$ cat src/rtl/uart_tx_if.sv
// Host-side byte interface of the UART transmitter.
// The host (master) drives start/data; the transmitter (slave) drives the serial line and status.
interface uart_tx_if;
  logic       tx_start;
  logic [7:0] tx_data;
  logic       tx;
  logic       tx_busy;
  logic       tx_done;

  modport master (
    output tx_start,
    output tx_data,
    input  tx,
    input  tx_busy,
    input  tx_done
  );

  modport slave (
    input  tx_start,
    input  tx_data,
    output tx,
    output tx_busy,
    output tx_done
  );
endinterface

$ cat src/rtl/uart_tx.sv
// UART transmitter: start bit, 8 data bits LSB first, optional even parity, stop bit.
// Each bit is held CLKS_PER_BIT clocks; a start during the tx_done cycle chains the next frame.
module uart_tx #(
  parameter int unsigned CLKS_PER_BIT = 1,
  parameter bit          PARITY_EN    = 1'b0
) (
  input  logic      clk,
  input  logic      rst,
  uart_tx_if.slave  bus
);

  localparam int unsigned   CW        = (CLKS_PER_BIT > 1) ? $clog2(CLKS_PER_BIT) : 1;
  localparam logic [CW-1:0] BAUD_LAST = CW'(CLKS_PER_BIT - 1);
  localparam logic [CW-1:0] BAUD_PRE  = CW'(CLKS_PER_BIT - 2);
  localparam bit            ONE_CLK   = (CLKS_PER_BIT == 1);

  typedef enum logic [2:0] {
    S_IDLE,
    S_START,
    S_DATA,
    S_PARITY,
    S_STOP
  } state_t;

  state_t          r_state;
  logic [CW-1:0]   r_baud;
  logic [2:0]      r_bit;
  logic [7:0]      r_shift;
  logic            r_par;
  logic            r_tx;
  logic            r_done;

  logic            w_tick;
  logic            w_stop_pre;

  assign w_tick     = (r_baud == BAUD_LAST);
  // Second-to-last STOP clock: tx_done is registered, so it is armed one clock early.
  assign w_stop_pre = !ONE_CLK && (r_baud == BAUD_PRE);

  always_ff @(posedge clk or posedge rst) begin
    if (rst) begin
      r_state <= S_IDLE;
      r_baud  <= '0;
      r_bit   <= '0;
      r_shift <= '0;
      r_par   <= 1'b0;
      r_tx    <= 1'b1;
      r_done  <= 1'b0;
    end else begin
      r_done <= 1'b0;
      if (r_state != S_IDLE) begin
        r_baud <= w_tick ? '0 : r_baud + 1'b1;
      end

      case (r_state)
        S_IDLE: begin
          r_tx <= 1'b1;
          if (bus.tx_start) begin
            r_shift <= bus.tx_data;
            r_par   <= 1'b0;
            r_bit   <= '0;
            r_baud  <= '0;
            r_tx    <= 1'b0;
            r_state <= S_START;
          end
        end

        S_START: begin
          if (w_tick) begin
            r_tx    <= r_shift[0];
            r_state <= S_DATA;
          end
        end

        S_DATA: begin
          if (w_tick) begin
            r_shift <= {1'b0, r_shift[7:1]};
            r_par   <= r_par ^ r_shift[0];
            r_bit   <= r_bit + 3'd1;
            if (r_bit == 3'd7) begin
              if (PARITY_EN) begin
                r_tx    <= r_par ^ r_shift[0];
                r_state <= S_PARITY;
              end else begin
                r_tx    <= 1'b1;
                r_done  <= ONE_CLK;
                r_state <= S_STOP;
              end
            end else begin
              r_tx <= r_shift[1];
            end
          end
        end

        S_PARITY: begin
          if (w_tick) begin
            r_tx    <= 1'b1;
            r_done  <= ONE_CLK;
            r_state <= S_STOP;
          end
        end

        S_STOP: begin
          if (w_tick) begin
            if (bus.tx_start) begin
              r_shift <= bus.tx_data;
              r_par   <= 1'b0;
              r_bit   <= '0;
              r_baud  <= '0;
              r_tx    <= 1'b0;
              r_state <= S_START;
            end else begin
              r_tx    <= 1'b1;
              r_state <= S_IDLE;
            end
          end else begin
            r_done <= w_stop_pre;
          end
        end

        default: begin
          r_tx    <= 1'b1;
          r_state <= S_IDLE;
        end
      endcase
    end
  end

  assign bus.tx      = r_tx;
  assign bus.tx_busy = (r_state != S_IDLE);
  assign bus.tx_done = r_done;

endmodule

$ cat src/flat_wrapper.sv
// flat-port wrapper written by rule: the top's interface ports become plain ports
module uart_tx_flat 
#(
  parameter int unsigned CLKS_PER_BIT = 1,
  parameter bit          PARITY_EN    = 1'b0
)
  (clk, rst, bus_tx_start, bus_tx_data, bus_tx, bus_tx_busy, bus_tx_done);
  uart_tx_if bus_i ();
  input  logic clk;
  input  logic rst;
  input wire logic [$bits(bus_i.tx_start)-1:0] bus_tx_start;
  input wire logic [$bits(bus_i.tx_data)-1:0] bus_tx_data;
  output wire logic [$bits(bus_i.tx)-1:0] bus_tx;
  output wire logic [$bits(bus_i.tx_busy)-1:0] bus_tx_busy;
  output wire logic [$bits(bus_i.tx_done)-1:0] bus_tx_done;
  assign bus_i.tx_start = bus_tx_start;
  assign bus_i.tx_data = bus_tx_data;
  assign bus_tx = bus_i.tx;
  assign bus_tx_busy = bus_i.tx_busy;
  assign bus_tx_done = bus_i.tx_done;
  uart_tx #(.CLKS_PER_BIT(CLKS_PER_BIT), .PARITY_EN(PARITY_EN)) u_core (.clk(clk), .rst(rst), .bus(bus_i));
endmodule
$ cat config.mk
export PLATFORM = sky130hd
export DESIGN_NAME = uart_tx_flat
export DESIGN_NICKNAME = d
export VERILOG_FILES = /design/src/rtl/uart_tx_if.sv /design/src/rtl/uart_tx.sv /design/src/flat_wrapper.sv
export SDC_FILE = /design/constraint.sdc
export NUM_CORES = 1
export LEC_CHECK = 0
export ABC_AREA = 1
export BUFFER_PORTS_ARGS = -buffer_cell sky130_fd_sc_hd__buf_2
export CORE_MARGIN = 4
export CORE_UTILIZATION = 40
export DETAILED_ROUTE_END_ITERATION = 7
export GPL_TIMING_DRIVEN = 0
export MAX_ROUTING_LAYER = met4
export PLACE_DENSITY_LB_ADDON = 0.15
export SETUP_SLACK_MARGIN = 0.1
export SLEW_MARGIN = 10
export SYNTH_ARGS = -nofsm -noshare
export SYNTH_HDL_FRONTEND = slang
export SYNTH_SLANG_ARGS = --single-unit
export TNS_END_PERCENT = 100
$ cat constraint.sdc
create_clock -name clk -period 3.2 [get_ports clk]
set_clock_uncertainty 0.05 [all_clocks]
set_input_delay 0.32 -clock clk [delete_from_list [all_inputs] [get_ports clk]]
set_output_delay 0.32 -clock clk [all_outputs]
set_load 0.1 [all_outputs]
==> metrics <==
run status=completed; synth top area cells=dfrtp_1 43%, nand2_1 23%, nand3_1 7.6%, inv_1 3.2%, dfstp_2 2.8%; drt drc=0; GRT overflow=0; Synth cell types=21; Final Hold Viols=0; drt initial violations=20; Pwr Density=928 nW/um^2; fraction of layout cells with a size suffix above 1=slightly below 20%; CTS Buf Count=3; Horiz. Die Dim=about 56 microns; WL per Instance=11.4 microns; Design Area, Final=1050 sq um; post-CTS setup buffer count=0; flops & latches, synth=17; Hold Buf Count CTS=0; crit path capture type=primary output; Internal=493 uW; sequential power share=36.4%; diodes inserted=0; clock-pin slew on the worst setup and hold paths=0.10 ns; initial core utilization=a little over two fifths; Max Fanout on Critical Path=8; I/O pin cnt=14; Switching Power=482 uW; Yosys top cell area share=43.3%; unrepaired setup endpoints after global routing=no; Max-cap violations=0; root buf cell=clkbuf_4; most common cell after layout, fill and taps aside=nand2_1; pin count of the biggest net entering global routing=18; clock power share=11.9%; commonest cells after routing, fill and taps aside=57 x nand2_1, 16 x dfrtp_1, 14 x buf_2, 14 x nand3_1, 8 x inv_1; Area after DPL=1020 sq um; DP Cell Count=166; fin cells=170; Synth area leader=dfrtp_1; core box area=~2200 sq um; Port Buffer Count=13; setup TNS=0 ns; post-layout util=47.5%; Critical Path RT=2.83 ns; CP arrival=1.44 ns; Clock Sinks=17; vias in the first global route=866; post-synthesis net count=138; Cells after Synth=125; Die ar.=3140 sq um; Total Wirelength=1940 microns; Total Routing Usage GR=between 10% and 20%; area of the multi-input gates=439 sq um; # rows=17; Slew @ Worst Pin=~0.68 ns; fmax=between 500 and 600 MHz; clk_lat worst skew=0.29 ns; Ys Warns=0; Area growth syn-to-layout=13.7%; fillers=241; max_slew headroom=54.7%; sequential area share after synthesis=46.1%; Max VDD drop=0.549 mV; crit path launch type=register; post-route ant nets=0; DR vias=828; Switching Fraction=49.4%; DP HPWL=1460 microns; first drt pass iteration count=4; combinational power share=51.6%; Die Span Y=56.1 microns; FF-to-FF path depth=8; Post-Syn Area=roughly 920 sq um; first-pass GRT wire length=3580 microns; Leakage=0.000617 uW; gp weighted congestion=roughly 0.77; maximum buffer depth of the clock tree=2; routed vias/inst=4.87; TritonCTS clock tree=done; H-Tree Depth=1; post-layout net count=156; post-cts repair resize count=0; Final Power=975 uW; kind of critical path=register to primary output; register area=427 sq um; Hold Crit Class=input port to asynchronous set/reset pin; Slew Viols, Final=0; Final period util=56.7%; fin crit period=approximately 1.8 ns; initial antenna violation count=0; Final setup viols=0; Syn Area/Cell=7.40 sq um
power groups by stage:
stage                     logic [uW]  clock network, uW  registers [uW]
after detailed placement         509                  0             360
after CTS                        510                121             356
final                            504                116             355
after global placement           500                  0             356
after global routing             564                131             369
after floorplan                  344                  0             426
area by class of cell:
| cell class | count | share of cell area (%) |
|---|---|---|
| multi-input cells | 95 | 41.8 |
| flip-flops and latches | 17 | 40.6 |
| repair buffers | 13 | 6.19 |
| inverters | 10 | 3.57 |
| well taps | 28 | 3.33 |
| clock buffers | 4 | 2.50 |
| plain buffers | 3 | 2.02 |
state kept, by name (all words and copies together), names as in the netlist:
name and count:
u_core.bus.tx 1, u_core.r_baud 1, u_core.r_bit 3, u_core.bus.tx_done 1
u_core.r_shift 8, u_core.r_state 3
worst max-delay path: stages, from the launching register on:
cell      delay [ns]
dfrtp_1         0.37
clkbuf_2        0.17
nor2_1          0.22
nand2_1         0.10
buf_2           0.30
routing by layer:
| metal | share of wire, % | GRT usage [%] | wire, microns |
|---|---|---|---|
| met5 | 0 | - | 0 |
| met4 | 1.8 | 5.08 | 34 |
| met3 | 4.0 | 2.32 | 78 |
| met2 | 47 | 24.0 | 906 |
| met1 | 47 | 17.9 | 917 |
path summary, 6_finish.rpt:
| path | from | end | slack [ns] |
|---|---|---|---|
| hold / removal | rst | u_core.r_shift[6] | 0.06 |
| hold reg to reg | u_core.r_bit[1] | u_core.r_bit[1] | 0.44 |
| setup reg to reg | u_core.r_state[0] | u_core.r_shift[1] | 1.64 |
| setup / recovery | u_core.r_state[0] | bus_tx_busy | 1.39 |
| max in group asynchronous | rst | u_core.r_shift[1] | 2.61 |
| min in group clk | bus_tx_data[4] | u_core.r_shift[4] | 0.28 |
synth_stat cells, drive strengths merged:
library cell and n:
a21o 1, buf 2, clkbuf 1, dfrtp 16, dfstp 1, ha 2, inv 10, nand2 60
nand3 15, nand3b 2, nand4 3, nor2 6, nor3 1, o21ai 4, or2 1
cell families (layout without fill, tap and decap cells):
| kind of cell | Yosys count | count (layout) | share of synthesized area [%] |
|---|---|---|---|
| fa+ha+maj | 2 | 2 | 2.71 |
| buf+inv | 13 | 30 | 6.36 |
| simple gates | 88 | 88 | 41.7 |
| flops | 17 | 17 | 46.1 |
| compound gates | 5 | 5 | 3.11 |
through the flow:
step	hold WS, ns	worst slack [ns]
after global placement	0.394	1.68
after CTS	0.0744	1.38
after floorplan	0.195	1.14
final	0.0612	1.39
after global routing	0.116	1.26
after detailed placement	0.397	1.67
Note: power is estimated with default switching activity, not from simulation.
